File: config.mk
export PLATFORM = sky130hd
export DESIGN_NAME = icache_slave_flat
export DESIGN_NICKNAME = d
export VERILOG_FILES = /design/src/rtl/icache_slave_pkg.sv /design/src/rtl/pipeline_pkg.sv /design/src/rtl/icache_slave_if.sv /design/src/rtl/icache_slave_array.sv /design/src/rtl/icache_slave.sv /design/src/flat_wrapper.sv
export SDC_FILE = /design/constraint.sdc
export NUM_CORES = 2
export LEC_CHECK = 0
export CORE_MARGIN = 3
export CORE_UTILIZATION = 30
export DETAILED_ROUTE_END_ITERATION = 7
export MAX_ROUTING_LAYER = met4
export PLACE_DENSITY = 0.53
export SLEW_MARGIN = 20
export SYNTH_ARGS = -nofsm -noshare
export SYNTH_HDL_FRONTEND = slang
export SYNTH_SLANG_ARGS = --single-unit
export TNS_END_PERCENT = 20
File: constraint.sdc
create_clock -name clk -period 10.6 [get_ports clk]
set_input_delay 3.18 -clock clk [delete_from_list [all_inputs] [get_ports clk]]
set_output_delay 3.18 -clock clk [all_outputs]
set_load 0.02 [all_outputs]
File: src/rtl/icache_slave_pkg.sv
// Shared instruction-cache types: FSM state encoding and address-field width helpers.
package icache_slave_pkg;

  typedef enum logic [1:0] {
    ST_IDLE    = 2'd0,
    ST_REFILL  = 2'd1,
    ST_RESPOND = 2'd2
  } icache_state_e;

  function automatic int word_bits(input int line_words);
    return $clog2(line_words);
  endfunction

  function automatic int idx_bits(input int num_lines);
    return $clog2(num_lines);
  endfunction

  // Byte offset is always two bits since every access is a full 32-bit word.
  function automatic int tag_bits(input int xlen, input int num_lines, input int line_words);
    return xlen - 2 - $clog2(num_lines) - $clog2(line_words);
  endfunction

endpackage

File: src/rtl/pipeline_pkg.sv
// Core pipeline constants shared by fetch-side blocks.
package pipeline_pkg;

  localparam int XLEN = 32;

endpackage

File: src/rtl/icache_slave_if.sv
// Core instruction-fetch handshake: master drives re/sel/addr, responder returns ack/instr.
interface icache_slave_if;

  logic                          re;
  logic [3:0]                    sel;
  logic [pipeline_pkg::XLEN-1:0] addr;
  logic                          ack;
  logic [31:0]                   instr;

  modport master (output re, output sel, output addr, input ack, input instr);
  modport slave  (input re, input sel, input addr, output ack, output instr);

endinterface

File: src/rtl/icache_slave_array.sv
// Direct-mapped tag/valid/data storage with combinational read and one write port.
module icache_slave_array
  import icache_slave_pkg::*;
#(
  parameter  int NUM_LINES  = 16,
  parameter  int LINE_WORDS = 4,
  parameter  int TAG_W      = 24,
  localparam int IDX_W      = idx_bits(NUM_LINES),
  localparam int WORD_W     = word_bits(LINE_WORDS)
) (
  input  logic              clk,
  input  logic              reset,
  input  logic              flush,
  input  logic              i_data_we,
  input  logic [IDX_W-1:0]  i_widx,
  input  logic [WORD_W-1:0] i_wword,
  input  logic [31:0]       i_wdata,
  input  logic              i_tag_we,
  input  logic [TAG_W-1:0]  i_wtag,
  input  logic              i_valid_set,
  input  logic [IDX_W-1:0]  i_ridx,
  input  logic [WORD_W-1:0] i_rword,
  output logic [31:0]       o_rdata,
  output logic [TAG_W-1:0]  o_rtag,
  output logic              o_rvalid
);

  logic [31:0]          r_data [NUM_LINES*LINE_WORDS];
  logic [TAG_W-1:0]     r_tag  [NUM_LINES];
  logic [NUM_LINES-1:0] r_valid;

  // Refill data beats land in the flattened {line, word} array.
  always_ff @(posedge clk) begin
    if (i_data_we) begin
      r_data[{i_widx, i_wword}] <= i_wdata;
    end
  end

  // Tag is written once per line, on the final refill beat.
  always_ff @(posedge clk) begin
    if (i_tag_we) begin
      r_tag[i_widx] <= i_wtag;
    end
  end

  // Flush wins over a simultaneous set so a fence.i always leaves every line invalid.
  always_ff @(posedge clk or posedge reset) begin
    if (reset) begin
      r_valid <= {NUM_LINES{1'b0}};
    end else if (flush) begin
      r_valid <= {NUM_LINES{1'b0}};
    end else if (i_valid_set) begin
      r_valid[i_widx] <= 1'b1;
    end else begin
      r_valid <= r_valid;
    end
  end

  assign o_rdata  = r_data[{i_ridx, i_rword}];
  assign o_rtag   = r_tag[i_ridx];
  assign o_rvalid = r_valid[i_ridx];

endmodule

File: src/rtl/icache_slave.sv
// Direct-mapped instruction cache answering core fetches; misses refill a whole line
// from word 0 with one-beat-at-a-time reads to backing memory.
module icache_slave
  import pipeline_pkg::*;
  import icache_slave_pkg::*;
#(
  parameter int NUM_LINES  = 16,
  parameter int LINE_WORDS = 4
) (
  input  logic              clk,
  input  logic              reset,
  icache_slave_if.slave     core,
  input  logic              flush,
  output logic              mem_re,
  output logic [XLEN-1:0]   mem_addr,
  input  logic [31:0]       mem_data,
  input  logic              mem_ack
);

  localparam int WORD_W = word_bits(LINE_WORDS);
  localparam int IDX_W  = idx_bits(NUM_LINES);
  localparam int TAG_W  = tag_bits(XLEN, NUM_LINES, LINE_WORDS);

  icache_state_e     r_state;
  logic              r_ack;
  logic [31:0]       r_instr;
  logic              r_mem_re;
  logic [XLEN-1:0]   r_mem_addr;
  logic [WORD_W-1:0] r_cnt;
  logic [TAG_W-1:0]  r_tag;
  logic [IDX_W-1:0]  r_idx;
  logic [WORD_W-1:0] r_word;
  logic              r_flush_seen;

  logic [TAG_W-1:0]  w_req_tag;
  logic [IDX_W-1:0]  w_req_idx;
  logic [WORD_W-1:0] w_req_word;
  logic [IDX_W-1:0]  w_rd_idx;
  logic [WORD_W-1:0] w_rd_word;
  logic [31:0]       w_rdata;
  logic [TAG_W-1:0]  w_rtag;
  logic              w_rvalid;
  logic              w_hit;
  logic              w_beat;
  logic              w_last;
  logic              w_valid_set;
  logic              w_unused;

  assign w_req_tag  = core.addr[XLEN-1 -: TAG_W];
  assign w_req_idx  = core.addr[2+WORD_W +: IDX_W];
  assign w_req_word = core.addr[2 +: WORD_W];
  assign w_unused   = ^{core.sel, core.addr[1:0]};

  // Lookups read at the incoming address; during refill the array serves the latched request.
  always_comb begin
    w_rd_idx  = r_idx;
    w_rd_word = r_word;
    if (r_state == ST_IDLE) begin
      w_rd_idx  = w_req_idx;
      w_rd_word = w_req_word;
    end else begin
      w_rd_idx  = r_idx;
      w_rd_word = r_word;
    end
  end

  assign w_hit       = w_rvalid && (w_rtag == w_req_tag);
  assign w_beat      = (r_state == ST_REFILL) && r_mem_re && mem_ack;
  assign w_last      = (r_cnt == WORD_W'(LINE_WORDS - 1));
  // Any flush seen during this refill keeps the new line invalid.
  assign w_valid_set = w_beat && w_last && !flush && !r_flush_seen;

  icache_slave_array #(
    .NUM_LINES  (NUM_LINES),
    .LINE_WORDS (LINE_WORDS),
    .TAG_W      (TAG_W)
  ) u_array (
    .clk         (clk),
    .reset       (reset),
    .flush       (flush),
    .i_data_we   (w_beat),
    .i_widx      (r_idx),
    .i_wword     (r_cnt),
    .i_wdata     (mem_data),
    .i_tag_we    (w_beat && w_last),
    .i_wtag      (r_tag),
    .i_valid_set (w_valid_set),
    .i_ridx      (w_rd_idx),
    .i_rword     (w_rd_word),
    .o_rdata     (w_rdata),
    .o_rtag      (w_rtag),
    .o_rvalid    (w_rvalid)
  );

  // Fetch FSM: lookup, word-by-word refill with a dead cycle after each beat, one-cycle ack.
  always_ff @(posedge clk or posedge reset) begin
    if (reset) begin
      r_state      <= ST_IDLE;
      r_ack        <= 1'b0;
      r_instr      <= 32'h0000_0000;
      r_mem_re     <= 1'b0;
      r_mem_addr   <= {XLEN{1'b0}};
      r_cnt        <= {WORD_W{1'b0}};
      r_tag        <= {TAG_W{1'b0}};
      r_idx        <= {IDX_W{1'b0}};
      r_word       <= {WORD_W{1'b0}};
      r_flush_seen <= 1'b0;
    end else begin
      case (r_state)
        ST_IDLE: begin
          r_ack    <= 1'b0;
          r_mem_re <= 1'b0;
          if (core.re) begin
            r_tag        <= w_req_tag;
            r_idx        <= w_req_idx;
            r_word       <= w_req_word;
            r_flush_seen <= 1'b0;
            if (w_hit) begin
              r_instr <= w_rdata;
              r_ack   <= 1'b1;
              r_state <= ST_RESPOND;
            end else begin
              r_cnt      <= {WORD_W{1'b0}};
              r_mem_re   <= 1'b1;
              r_mem_addr <= {w_req_tag, w_req_idx, {WORD_W{1'b0}}, 2'b00};
              r_state    <= ST_REFILL;
            end
          end else begin
            r_state <= ST_IDLE;
          end
        end
        ST_REFILL: begin
          if (flush) begin
            r_flush_seen <= 1'b1;
          end else begin
            r_flush_seen <= r_flush_seen;
          end
          if (r_mem_re) begin
            if (mem_ack) begin
              r_mem_re <= 1'b0;
              r_cnt    <= r_cnt + WORD_W'(1);
              if (w_last) begin
                r_instr <= (r_word == WORD_W'(LINE_WORDS - 1)) ? mem_data : w_rdata;
                r_ack   <= 1'b1;
                r_state <= ST_RESPOND;
              end else begin
                r_state <= ST_REFILL;
              end
            end else begin
              r_mem_re <= 1'b1;
            end
          end else begin
            r_mem_re   <= 1'b1;
            r_mem_addr <= {r_tag, r_idx, r_cnt, 2'b00};
          end
        end
        ST_RESPOND: begin
          r_ack   <= 1'b0;
          r_state <= ST_IDLE;
        end
        default: begin
          r_ack    <= 1'b0;
          r_mem_re <= 1'b0;
          r_state  <= ST_IDLE;
        end
      endcase
    end
  end

  assign core.ack   = r_ack;
  assign core.instr = r_instr;
  assign mem_re     = r_mem_re;
  assign mem_addr   = r_mem_addr;

endmodule

File: src/flat_wrapper.sv
// flat-port wrapper written by rule: the top's interface ports become plain ports
module icache_slave_flat import pipeline_pkg::*; import icache_slave_pkg::*;
#(
  parameter int NUM_LINES  = 16,
  parameter int LINE_WORDS = 4
)
  (clk, reset, flush, mem_re, mem_addr, mem_data, mem_ack, core_re, core_sel, core_addr, core_ack, core_instr);
  icache_slave_if core_i ();
  input  logic clk;
  input  logic reset;
  input  logic flush;
  output logic mem_re;
  output logic [XLEN-1:0] mem_addr;
  input  logic [31:0] mem_data;
  input  logic mem_ack;
  input wire logic [$bits(core_i.re)-1:0] core_re;
  input wire logic [$bits(core_i.sel)-1:0] core_sel;
  input wire logic [$bits(core_i.addr)-1:0] core_addr;
  output wire logic [$bits(core_i.ack)-1:0] core_ack;
  output wire logic [$bits(core_i.instr)-1:0] core_instr;
  assign core_i.re = core_re;
  assign core_i.sel = core_sel;
  assign core_i.addr = core_addr;
  assign core_ack = core_i.ack;
  assign core_instr = core_i.instr;
  icache_slave #(.NUM_LINES(NUM_LINES), .LINE_WORDS(LINE_WORDS)) u_core (.clk(clk), .reset(reset), .core(core_i), .flush(flush), .mem_re(mem_re), .mem_addr(mem_addr), .mem_data(mem_data), .mem_ack(mem_ack));
endmodule
==> summary.md <==
| Metric | Value |
|---|---|
| WP data arrival | roughly 8400 ps |
| Initial DRC Count | ~6,500 |
| Clk buf depth | 4 |
| Most frequent cells in the layout | edfxtp_1 (2,432), nand2_1 (1,054), a21oi_1 (439), nand3_1 (288), clkbuf_16 (275) |
| Clock transition at path regs | 60 ps |
| Drt total wl | around 290 mm |
| P_leak | 37.7 nW |
| Initial antenna violation count | 11 |
| Net Switching | 0.0129 W |
| Initial Util | between 30% and 40% |
| Final Worst Setup Slack | between 2000 and 3000 ps |
| Pre-CTS setup slack | 2090 ps |
| Hpwl dp | about 160 mm |
| Fill cell count | slightly above 30,000 |
| Port buffer count | 130 |
| Worst path most repeated cell | buf_4 |
| FF-to-FF path depth | 12 |
| I/O pin count | 139 |
| Die ar. | ~340,000 um^2 |
| Router iterations before antenna repair | 5 |
| Combinational Power Share | between 30% and 40% |
| Synth cell types | between 80 and 90 |
| Switch share | about two fifths |
| CP max stage delay | between 700 and 800 ps |
| Worst slew pin tran | between 1000 and 1500 ps |
| Syn avg cell area | around 16 um^2 |
| Hold path start | u_core.u_array.r_valid[11] |
| P&R area growth vs syn | 15.8% |
| Startpoint Class | input pin |
| Crit-path cells | clkdlybuf4s50_1 -> or3b_4 -> nand2_4 -> buf_4 -> mux2i_1 -> a2111oi_0 -> nor2b_1 -> o32a_1 -> or3_1 -> nor4_4 -> a31oi_4 -> buf_4 -> mux2_2 |
| Gr ovfl total | 0 |
| Period utilisation layout | just over 70% |
| CTS buffer count | ~270 |
| Post-CTS Setup Inserts | 0 |
| Max rail drop VDD | around 0.33 mV |
| Most common cell after layout, fill and taps aside | edfxtp_1 |
| Largest net degree at the start of global routing | 151 |
| PostCTS Resize Cnt | 0 |
| Worst Hold Slack | about 500 ps |
| Footprint of the multi-input gates | about 23,000 um^2 |
| Placed cells | 10,721 |
| DR vias/cell | approximately 5.2 |
| Design area | roughly 120,000 um^2 |
| First-pass GRT wire length | 412 mm |
| Placer Congestion | about 0.84 |
| Unrepaired setup endpoints after global routing | no |
| Hold path endpoint | u_core.u_array.r_valid[11] |
| Worst setup EP type | flip-flop |
| Reg2Reg Setup Slack | roughly 4500 ps |
| Final TNS setup | 0 ps |
| Worst skew pair latency | between 800 and 900 ps |
| Slowest CP cell | nand2_4 |
| Register Area | 75,900 um^2 |
| Int Pwr | approximately 0.021 W |
| Vias in the first global route | around 56,000 |
| Syn Inst Count | ~6,400 |
| CTS sink count | around 2,500 |
| Min Tclk post-route | around 7700 ps |
| Sequential area share after synthesis | 75.8% |
| All-layer global routing usage | roughly 17% |
| Classification of the worst setup path | input pin to flip-flop |
| Slew Limit Fails | 0 |
| Final setup fails | 0 |
| Crit path required time | 11,330 ps |
| CTS tree | done |
| Floorplan row count | approximately 210 |
| H-tree levels | 5 |
| Synth warn | 0 |
| Die W | 584 um |
| Clock power frac | a little over a quarter |
| Worst Path Max Fanout | 54 |
| CTS hold repair buffers | 0 |
| Post-Syn Area | ~100,000 um^2 |
| Worst clock skew | between 60 and 70 ps |
| Core area | 331,000 um^2 |
| FMAX | between 0.1 and 0.15 GHz |
| Cell Count, Final, Fillers Out | roughly 11,000 |
| Hold crit path type | flip-flop to flip-flop |
| Worst hold path cell count | 2 |
| Cell Pwr Density | 290 nW/um^2 |
| Slew HR | just over 20% |
| Max_cap viols | 0 |
| DR WL/cell | between 20 and 30 um |
| Sequential power share | 35.7% |
| Reg-to-reg endpoint | u_core.mem_addr[25] |
| Vias | between 50,000 and 60,000 |
| Yosys reg bits | between 2,000 and 3,000 |
| Asr flop ratio synth | under 10% |
| Final hold vios | 0 |
| RR Startpoint | u_core.r_state[1] |
| Nets | about 6,700 |
| Outcome | complete, no violations |
| EDFF count, synth | ~2,400 |
| Root Driver | clkbuf_16 |
| Placed Instance Area | approximately 110,000 um^2 |
| Share of cells above drive strength 1 | about 14% |
| Die height | 584 um |
| Antenna-violating nets left | 0 |
| Synth Flop Type | edfxtp_1 |
| DRC viols | 0 |
[kinds of logic (layout without fill, tap and decap cells)]
logic type | Yosys count | count (layout) | synth area share, %
AOI/OAI and AO/OA | 1149 | 1149 | 7.52
xor gates and xnor gates | 13 | 13 | 0.114
adders and majority gates | 1 | 1 | 0.0125
buffers and inverters | 431 | 821 | 1.86
DFF | 2547 | 2547 | 75.8
muxes | 492 | 492 | 7.02
other | 1 | 12 | 0.00374
and+or+nand+nor | 1797 | 1797 | 7.71
[how the worst max path moves through the flow]
stage	start	endpoint	cells after the start
after floorplan	core_addr[4]	u_core.mem_addr[10]	13
after global placement	core_addr[4]	u_core.core.instr[30]	13
after detailed placement	core_addr[4]	u_core.mem_addr[30]	12
after CTS	core_addr[4]	u_core.mem_addr[27]	12
after global routing	core_addr[4]	u_core.mem_addr[25]	13
final	core_addr[4]	u_core.core.instr[30]	13
[Yosys cell counts (10+ instances only)]
cell type	instances	area [um^2]
a2111oi_0	12	105
a211oi_1	68	510
a21oi_1	441	2210
a221oi_1	102	893
a22oi_1	68	510
a31oi_1	43	269
a32oi_1	98	858
and3_1	51	319
buf_1	57	214
buf_2	26	130
buf_4	16	120
buf_6	14	158
clkbuf_1	303	1140
dfrtp_1	115	2880
edfxtp_1	2432	73000
inv_1	10	37.5
mux2_2	47	529
mux2_4	49	736
mux2i_1	252	2520
mux4_2	144	3240
nand2_1	1059	3980
nand3_1	289	1450
nand4_1	71	444
nor2_1	239	897
nor2b_1	10	62.6
nor3_1	17	85.1
nor4_1	10	62.6
o2111ai_1	35	307
o211ai_1	20	150
o21ai_0	131	656
o22ai_1	62	388
xnor2_1	11	96.3
[state kept, by name, summed over array words and instances (netlist names)]
register / flops
u_core.r_word: 2
u_core.r_flush_seen: 1
u_core.r_cnt: 2
u_core.mem_addr: 30
u_core.u_array.r_valid: 16
u_core.r_tag: 24
u_core.r_state: 2
u_core.u_array.r_tag: 384
u_core.core.ack: 1
u_core.u_array.r_data: 2048
u_core.r_idx: 4
u_core.mem_re: 1
u_core.core.instr: 32
[worst max-delay path, delay by kind of cell]
kind / cells / cell delay (ps)
AO/OA/AOI/OAI: 3 / 1120
multiplexers: 2 / 520
buffers and inverters: 3 / 1570
AND/OR/NAND/NOR: 5 / 1810
[cell type report]
cell class / count / share of cell area (%)
Sequential cell: 2547 / 65.4
Multi-Input combinational cell: 3454 / 20.0
Clock buffer: 339 / 6.21
Tap cell: 4366 / 4.71
Timing Repair Buffer: 345 / 2.59
Clock inverter: 127 / 1.01
Inverter: 10 / 0.0367
Antenna cell: 10 / 0.0216
[power groups by stage]
stage,logic [W],registers (W),clock network (W)
2_1_floorplan,0.00744,0.0122,0
3_3_place_gp,0.0125,0.0122,0
3_5_place_dp,0.0126,0.0122,0
4_1_cts,0.0126,0.0120,0.00931
5_1_grt,0.0134,0.0121,0.00971
6_report,0.0126,0.0120,0.00912
[per-layer routing]
layer / vias up / track usage, % / part of all wire, %
li1: 25447 / - / -
met1: 30300 / 23.7 / 44
met4: 0 / 5.16 / 3.1
met5: - / - / 0
met2: 2399 / 25.4 / 45
met3: 420 / 2.93 / 8.1
[per-stage QoR]
stage / util (%) / power (W)
3_3_place_gp: 32.4 / 0.0246
3_5_place_dp: 32.5 / 0.0248
4_1_cts: 35.0 / 0.0339
5_1_grt: 35.0 / 0.0352
6_report: 35.0 / 0.0337
2_1_floorplan: - / 0.0196
Power figures use the tool's default switching activity.
